File: src/rtl/mux_sync_src_ctrl.sv
// Source-side controller for a mux-synchronizer crossing: holds a word, raises a request level,
// and completes a four-phase req/ack handshake. Optional ack-wait watchdog: MUX_SYNC_SRC_TIMEOUT_EN.
`timescale 1ns/1ps

module mux_sync_src_ctrl #(
    parameter int DATA_WIDTH     = 32,
    parameter int SYNC_DEPTH     = 2,
    parameter int TIMEOUT_CYCLES = 1024
) (
    input  logic                  clk_i,
    input  logic                  rst_i,
    input  logic [DATA_WIDTH-1:0] data_i,
    input  logic                  valid_i,
    output logic                  ready_o,
    output logic [DATA_WIDTH-1:0] xfer_data_o,
    output logic                  xfer_req_o,
    input  logic                  xfer_ack_i,
    output logic                  busy_o,
    output logic                  done_o,
    output logic                  timeout_o,
    output logic [1:0]            dbg_state_o
);

    // Handshake: a word moves on every rising edge where valid_i && ready_o; data_i need only be
    // stable in that cycle, and ready_o never depends on valid_i.
    typedef enum logic [1:0] {
        IDLE = 2'd0,
        REQ  = 2'd1,
        REL  = 2'd2
    } state_t;

    state_t                  state_q, state_d;
    logic [SYNC_DEPTH-1:0]   ack_sync_q;
    logic                    ack_s;
    logic [DATA_WIDTH-1:0]   data_q;
    logic                    accept;
    logic                    done_raw;
    logic                    timeout_raw;
    logic                    expired;

    // Only this chain samples the asynchronous ack level.
    always_ff @(posedge clk_i) begin
        if (rst_i) begin
            ack_sync_q <= '0;
        end else begin
            ack_sync_q <= {ack_sync_q[SYNC_DEPTH-2:0], xfer_ack_i};
        end
    end

    assign ack_s = ack_sync_q[SYNC_DEPTH-1];

`ifdef MUX_SYNC_SRC_TIMEOUT_EN
    localparam int CNT_W = $clog2(TIMEOUT_CYCLES + 1);

    logic [CNT_W-1:0] cnt_q;

    assign expired = (cnt_q == CNT_W'(TIMEOUT_CYCLES));

    // Counts cycles spent in the current busy state; restarts on every state change.
    always_ff @(posedge clk_i) begin
        if (rst_i) begin
            cnt_q <= '0;
        end else if ((state_d != state_q) || (state_q == IDLE)) begin
            cnt_q <= '0;
        end else begin
            cnt_q <= cnt_q + CNT_W'(1);
        end
    end
`else
    logic unused_timeout_cfg;

    // Watchdog compiled out: the limit parameter has no effect and busy states wait forever.
    assign unused_timeout_cfg = (TIMEOUT_CYCLES > 0);
    assign expired            = 1'b0;
`endif

    always_ff @(posedge clk_i) begin
        if (rst_i) begin
            state_q <= IDLE;
            data_q  <= '0;
        end else begin
            state_q <= state_d;
            if (accept) begin
                data_q <= data_i;
            end
        end
    end

    // An ack edge seen in the same cycle as expiry takes the normal path.
    always_comb begin
        state_d     = state_q;
        accept      = 1'b0;
        done_raw    = 1'b0;
        timeout_raw = 1'b0;
        case (state_q)
            IDLE: begin
                if (valid_i && !ack_s) begin
                    accept  = 1'b1;
                    state_d = REQ;
                end
            end
            REQ: begin
                if (ack_s) begin
                    state_d = REL;
                end else if (expired) begin
                    timeout_raw = 1'b1;
                    state_d     = REL;
                end
            end
            REL: begin
                if (!ack_s) begin
                    done_raw = 1'b1;
                    state_d  = IDLE;
                end else if (expired) begin
                    timeout_raw = 1'b1;
                    state_d     = IDLE;
                end
            end
            default: begin
                state_d = IDLE;
            end
        endcase
    end

    assign ready_o     = (state_q == IDLE) && !ack_s;
    assign xfer_req_o  = (state_q == REQ);
    assign busy_o      = (state_q != IDLE);
    assign xfer_data_o = data_q;
    assign done_o      = done_raw && !rst_i;
    assign timeout_o   = timeout_raw && !rst_i;
    assign dbg_state_o = state_q;

endmodule

File: config.mk
export PLATFORM = sky130hd
export DESIGN_NAME = mux_sync_src_ctrl
export DESIGN_NICKNAME = d
export VERILOG_FILES = /design/src/rtl/mux_sync_src_ctrl.sv
export SDC_FILE = /design/constraint.sdc
export NUM_CORES = 1
export LEC_CHECK = 0
export ABC_AREA = 0
export CAP_MARGIN = 15
export CORE_UTILIZATION = 60
export CTS_CLUSTER_DIAMETER = 150
export CTS_CLUSTER_SIZE = 20
export DETAILED_ROUTE_END_ITERATION = 8
export DONT_BUFFER_PORTS = 1
export GPL_ROUTABILITY_DRIVEN = 0
export PLACE_DENSITY_LB_ADDON = 0.3
export SLEW_MARGIN = 20
export SYNTH_ARGS = -nofsm -noshare
export SYNTH_HDL_FRONTEND = slang
export SYNTH_SLANG_ARGS = --single-unit
File: constraint.sdc
create_clock -name clk_i -period 2.8 [get_ports clk_i]
set_input_delay 0.42 -clock clk_i [delete_from_list [all_inputs] [get_ports clk_i]]
set_output_delay 0.42 -clock clk_i [all_outputs]
set_load 0.01 [all_outputs]
==> impl_metrics.ini, run 1 <==
[logic_synthesis]
synth_top_cell_by_area = dfxtp_1
netlist_instances = 156
synth_top_area_share = 0.449
synth.distinct_cells = 16
synth_mux_area_frac = 0.200
syn_avg_cell_area_um2 = 10.3
synthTopCellsByArea = dfxtp_1 45%, nand2b_1 25%, mux2i_1 20%
yosysSeqAreaShare = 0.449
yosys_warnings = 0
synthXorXnorAreaFrac = 0.00546
synth-simple-area-share = 0.291
netlist_area_um2 = 1600
synth_top_family_by_area = simple AND/OR/NAND/NOR gates
ys_seq_elements = 36
synth_compound_area_frac = 0.00546
syn-num-nets = 192
synth_fa_ha_area_frac = 0

[sta]
hold_ws_ns = 0.152
post-route-period-util = 0.644
setup-violations-final = 0
worstMarginPinSlew_ns = 0.560
finalCriticalPeriod_ns = 1.80
fin_setup_tns_ns = 0
finalHoldViolations = 0
postLayoutSetupSlackWorst_ns = 0.998
slew_headroom = 0.621
skew_ns = 0.00756
drv_slew = 0
max_freq_mhz = 555
rsz0062_at_grt = no

[setup_path]
crit_buf_inv = 0
worstPathRequired_ns = 2.38
max_stage_delay_ns = 0.53
slowest_stage = dfxtp_1
path_delay_family = flip-flops
cp-start-kind = flop
cp_cell_sequence = nor4b_1
crit_fanout = 7
end_kind = output port
arrival_ns = 1.38
worstSetupPathType = reg -> out

[clocking]
ctsHtreeMaxLevel = 2
insertion_delay_ns = 0.33
cts_root_buf = clkbuf_4
cts_resized = 0
cts_made_buffers = 5
postCtsHoldBufs = 0
cts_setup_buffers = 0
cts_tree = yes
cts_buffer_depth = 2
clkSinkCount = 36
clk_pin_slew_ns = 0.09

[final_layout]
syn2layout_area_growth_pct = 2.26
fillCellCount = 219
final_nets = 189
fin_area_um2 = 1640
instances_no_fill = 184
diodes = 0
layout-drive-gt1-share = 0.0584
layout_commonest_cell = nand2b_1
final_cell_mix = 64 x nand2b_1, 36 x dfxtp_1, 32 x mux2i_1, 5 x clkbuf_4
final_util = 0.656

[drt]
wl_per_cell_um = 14.4
vias = 1001
drt-pass1-iter-count = 4
vias_per_cell = 5.44
antenna_left = 0
drtIter0Drc = 7
drt-total-wl_um = 2650
drc_errors = 0

[pwr]
power_uw = 965
leakagePower_nw = 0.633
ir_drop_mv = 0.373
powerDensity_nw_per_um2 = 588

[global_routing]
grt_pass1_wl_um = 3800
grtUsageTotal = 0.193
grt_pass1_vias = 933
antenna_found_initial = 0
grt_max_degree = 70
overflow = 0

[floorplan]
core-area_um2 = 2500
fp.dieW_um = 53.7
ios = 75
start_util = 0.642
dieHeight_um = 53.7
row_count = 18
fp.dieArea_um2 = 2880

[place]
placed_cell_area_um2 = 1580
post-place-ws_ns = 1.24
dp.cells = 176
dp_hpwl_um = 1850
numPortBuffers = 0

[run_status]
status = finished clean

[run]
maxCapViolations = 0

[hold_path]
hp-class = in -> reg
## synthesized netlist by cell type, drive strengths merged
cell type	instances
conb	1
nor2	2
clkbuf	7
dfxtp	36
or2	1
mux2i	32
nand2b	64
xnor2	1
inv	2
nor3b	1
nor4b	2
buf	4
nor2b	2
a2111oi	1
## logic make-up after synthesis
logic type,after synthesis
xor gates and xnor gates,1
DFF,36
muxes,32
AOI/OAI and AO/OA,1
other,1
and+or+nand+nor,72
buffers and inverters,13
## cell type report
| cell class | instances | area [um^2] | share of cell area |
|---|---|---|---|
| clock buffer | 8 | 58.8 | 0.0359 |
| inverter | 2 | 7.51 | 0.00458 |
| multi-input combinational | 107 | 808 | 0.493 |
| sequential | 36 | 721 | 0.439 |
| tap | 30 | 37.5 | 0.0229 |
| timing repair buffer | 1 | 7.51 | 0.00458 |
## worst paths after layout
check                               from                     endpoint  slack (ns)  depth (start not counted)
max          dbg_state_o[1]$_SDFFE_PP0P_                       done_o         1.0                          1
min reg2reg     ack_sync_q[0]$_SDFF_PP0_     ack_sync_q[1]$_SDFF_PP0_        0.45                          1
max reg2reg  dbg_state_o[1]$_SDFFE_PP0P_  xfer_data_o[0]$_SDFFE_PP0P_        1.26                          3
min                                rst_i     ack_sync_q[0]$_SDFF_PP0_        0.15                          1
## flip-flops by register name (all words and copies together) (netlist names)
signal / flops
dbg_state_o: 2
xfer_data_o: 32
ack_sync_q: 2
## report_power, final
group	total, mW	leakage, nW	switching [mW]	internal, mW
clock network	0.284	0.0326	0.160	0.124
registers	0.586	0.296	0.0402	0.546
logic	0.0952	0.305	0.0409	0.0543
total	0.965	0.633	0.241	0.724
## routing by layer
layer,up-vias,track usage,part of all wire
met1,455,0.177,0.38
met2,49,0.344,0.50
li1,490,-,-
met5,-,0,0
met4,0,0.132,0.024
met3,7,0.0763,0.095
Power figures use the tool's default switching activity.
==> run 2, diff against run 1 <==
Clock period 2.8 ns to 1.8 ns, I/O delays scaled along.
==> run 2 against run 1 <==
- sequential cell count unchanged
- combinational power is 63% higher
- sequential share of layout area down 0.73 points
- sequential power up 56%
- non-clock buffer count is 3 higher
- core utilization is 1.1 points higher
- clock skew decreased by 0.0020 ns
- register-to-register slack got worse by 0.90 ns
- setup slack lost 0.84 ns
- die area is the same
- final area increased by 1.7%
- largest cell class unchanged
==> impl_metrics.ini, run 2 (same netlist as run 1, synthesis figures left out) <==
[sta]
post-route-period-util = 0.913
fin_setup_tns_ns = 0
setup-violations-final = 0
skew_ns = 0.00551
rsz0062_at_grt = no
drv_slew = 0
slew_headroom = 0.632
finalHoldViolations = 0
finalCriticalPeriod_ns = 1.64
max_freq_mhz = 609
worstMarginPinSlew_ns = 0.544

[final_layout]
final_nets = 192
layout-drive-gt1-share = 0.0637
final_cell_mix = 64 x nand2b_1, 36 x dfxtp_1, 32 x mux2i_1, 5 x clkbuf_4
diodes = 0
largest_reg_flops = 32
syn2layout_area_growth_pct = 3.98
layout_commonest_cell = nand2b_1
instances_no_fill = 187
final_util = 0.667

[drt]
vias_per_cell = 5.37
vias = 1004
drt-pass1-iter-count = 4
drc_errors = 0
wl_per_cell_um = 14.7
drtIter0Drc = 5
antenna_left = 0
drt-total-wl_um = 2760

[global_routing]
antenna_found_initial = 0
grtUsageTotal = 0.200
grt_pass1_vias = 963
grt_max_degree = 69
overflow = 0
grt_pass1_wl_um = 3980

[clocking]
clkSinkCount = 36
ctsHtreeMaxLevel = 2
cts_root_buf = clkbuf_4
insertion_delay_ns = 0.33
cts_made_buffers = 5
cts_buffer_depth = 2
clk_pin_slew_ns = 0.10
cts_tree = yes

[setup_path]
cp-start-kind = flop
crit_fanout = 7
end_kind = output port
slowest_stage = dfxtp_1
cp.depth = 1
worstSetupPathType = reg -> out
r2r_cells = 3
critPathCapture = done_o
startpoint = dbg_state_o[1]$_SDFFE_PP0P_
crit_buf_inv = 0
arrival_ns = 1.37
r2r_start = dbg_state_o[1]$_SDFFE_PP0P_
r2r_end = xfer_data_o[8]$_SDFFE_PP0P_
r2r_slack_ns = 0.36
worstPathRequired_ns = 1.53
max_stage_delay_ns = 0.53
path_delay_family = flip-flops
cp_cell_sequence = nor4b_1

[pwr]
powerDensity_nw_per_um2 = 902
power_mw = 1.50
leakagePower_nw = 0.647
ir_drop_mv = 0.643

[floorplan]
ios = 75
fp.dieW_um = 53.7
dieHeight_um = 53.7
start_util = 0.642
core-area_um2 = 2500
row_count = 18
fp.dieArea_um2 = 2880

[hold_path]
hp-class = in -> reg
min_from = data_i[26]

[place]
numPortBuffers = 0
dp.cells = 177
dp_hpwl_um = 1960

[run_status]
status = finished clean

[run]
maxCapViolations = 0
[run 2: cell count changes in the layout (fill, tap and decap cells not counted)]
cell / before / now
buf_4: 1 / 2
dlygate4sd3_1: 0 / 2
[run 2: worst min-delay path by stage]
| stage | depth (start not counted) | endpoint | slack, ns |
|---|---|---|---|
| final | 2 | xfer_data_o[26]$_SDFFE_PP0P_ | 0.08 |
| after global routing | 2 | xfer_data_o[27]$_SDFFE_PP0P_ | 0.07 |
| after CTS | 1 | ack_sync_q[0]$_SDFF_PP0_ | 0.0006 |
| after detailed placement | 1 | ack_sync_q[1]$_SDFF_PP0_ | 0.35 |
| after global placement | 1 | ack_sync_q[1]$_SDFF_PP0_ | 0.35 |
| after floorplan | 1 | ack_sync_q[0]$_SDFF_PP0_ | 0.40 |
[run 2: timing repair]
item,in CTS,in global routing
hold buffers,1,1
buffers inserted,0,0
hold endpoints to repair,2,2
resized for setup,0,0
setup endpoints to repair,0,0
[run 2: layout make-up]
| class | instances | area [um^2] |
|---|---|---|
| clock buffer | 8 | 58.8 |
| fill | 198 | 832 |
| inverter | 2 | 7.51 |
| multi-input combinational | 107 | 808 |
| sequential | 36 | 721 |
| tap | 30 | 37.5 |
| timing repair buffer | 4 | 35.0 |
[run 2: power by group]
| group | leakage, nW | total [mW] | internal [mW] | switching [mW] |
|---|---|---|---|---|
| clock network | 0.0326 | 0.437 | 0.193 | 0.244 |
| registers | 0.296 | 0.912 | 0.849 | 0.0628 |
| logic | 0.318 | 0.155 | 0.0890 | 0.0664 |
| total | 0.647 | 1.50 | 1.13 | 0.373 |
[run 2: stage by stage]
| step | hold slack, ns | worst slack (ns) | instance area (um^2) |
|---|---|---|---|
| floorplan | 0.398 | 0.493 | 1600 |
| global placement | 0.345 | 0.485 | 1590 |
| detailed placement | 0.352 | 0.379 | 1590 |
| CTS | 0.000629 | 0.139 | 1660 |
| global route | 0.0678 | 0.0695 | 1670 |
| finish | 0.0777 | 0.157 | 1670 |
[run 2: metal layers]
layer,global-route usage,part of all wire
met5,0,0
met4,0.105,0.020
met3,0.0819,0.085
met2,0.356,0.49
met1,0.196,0.40
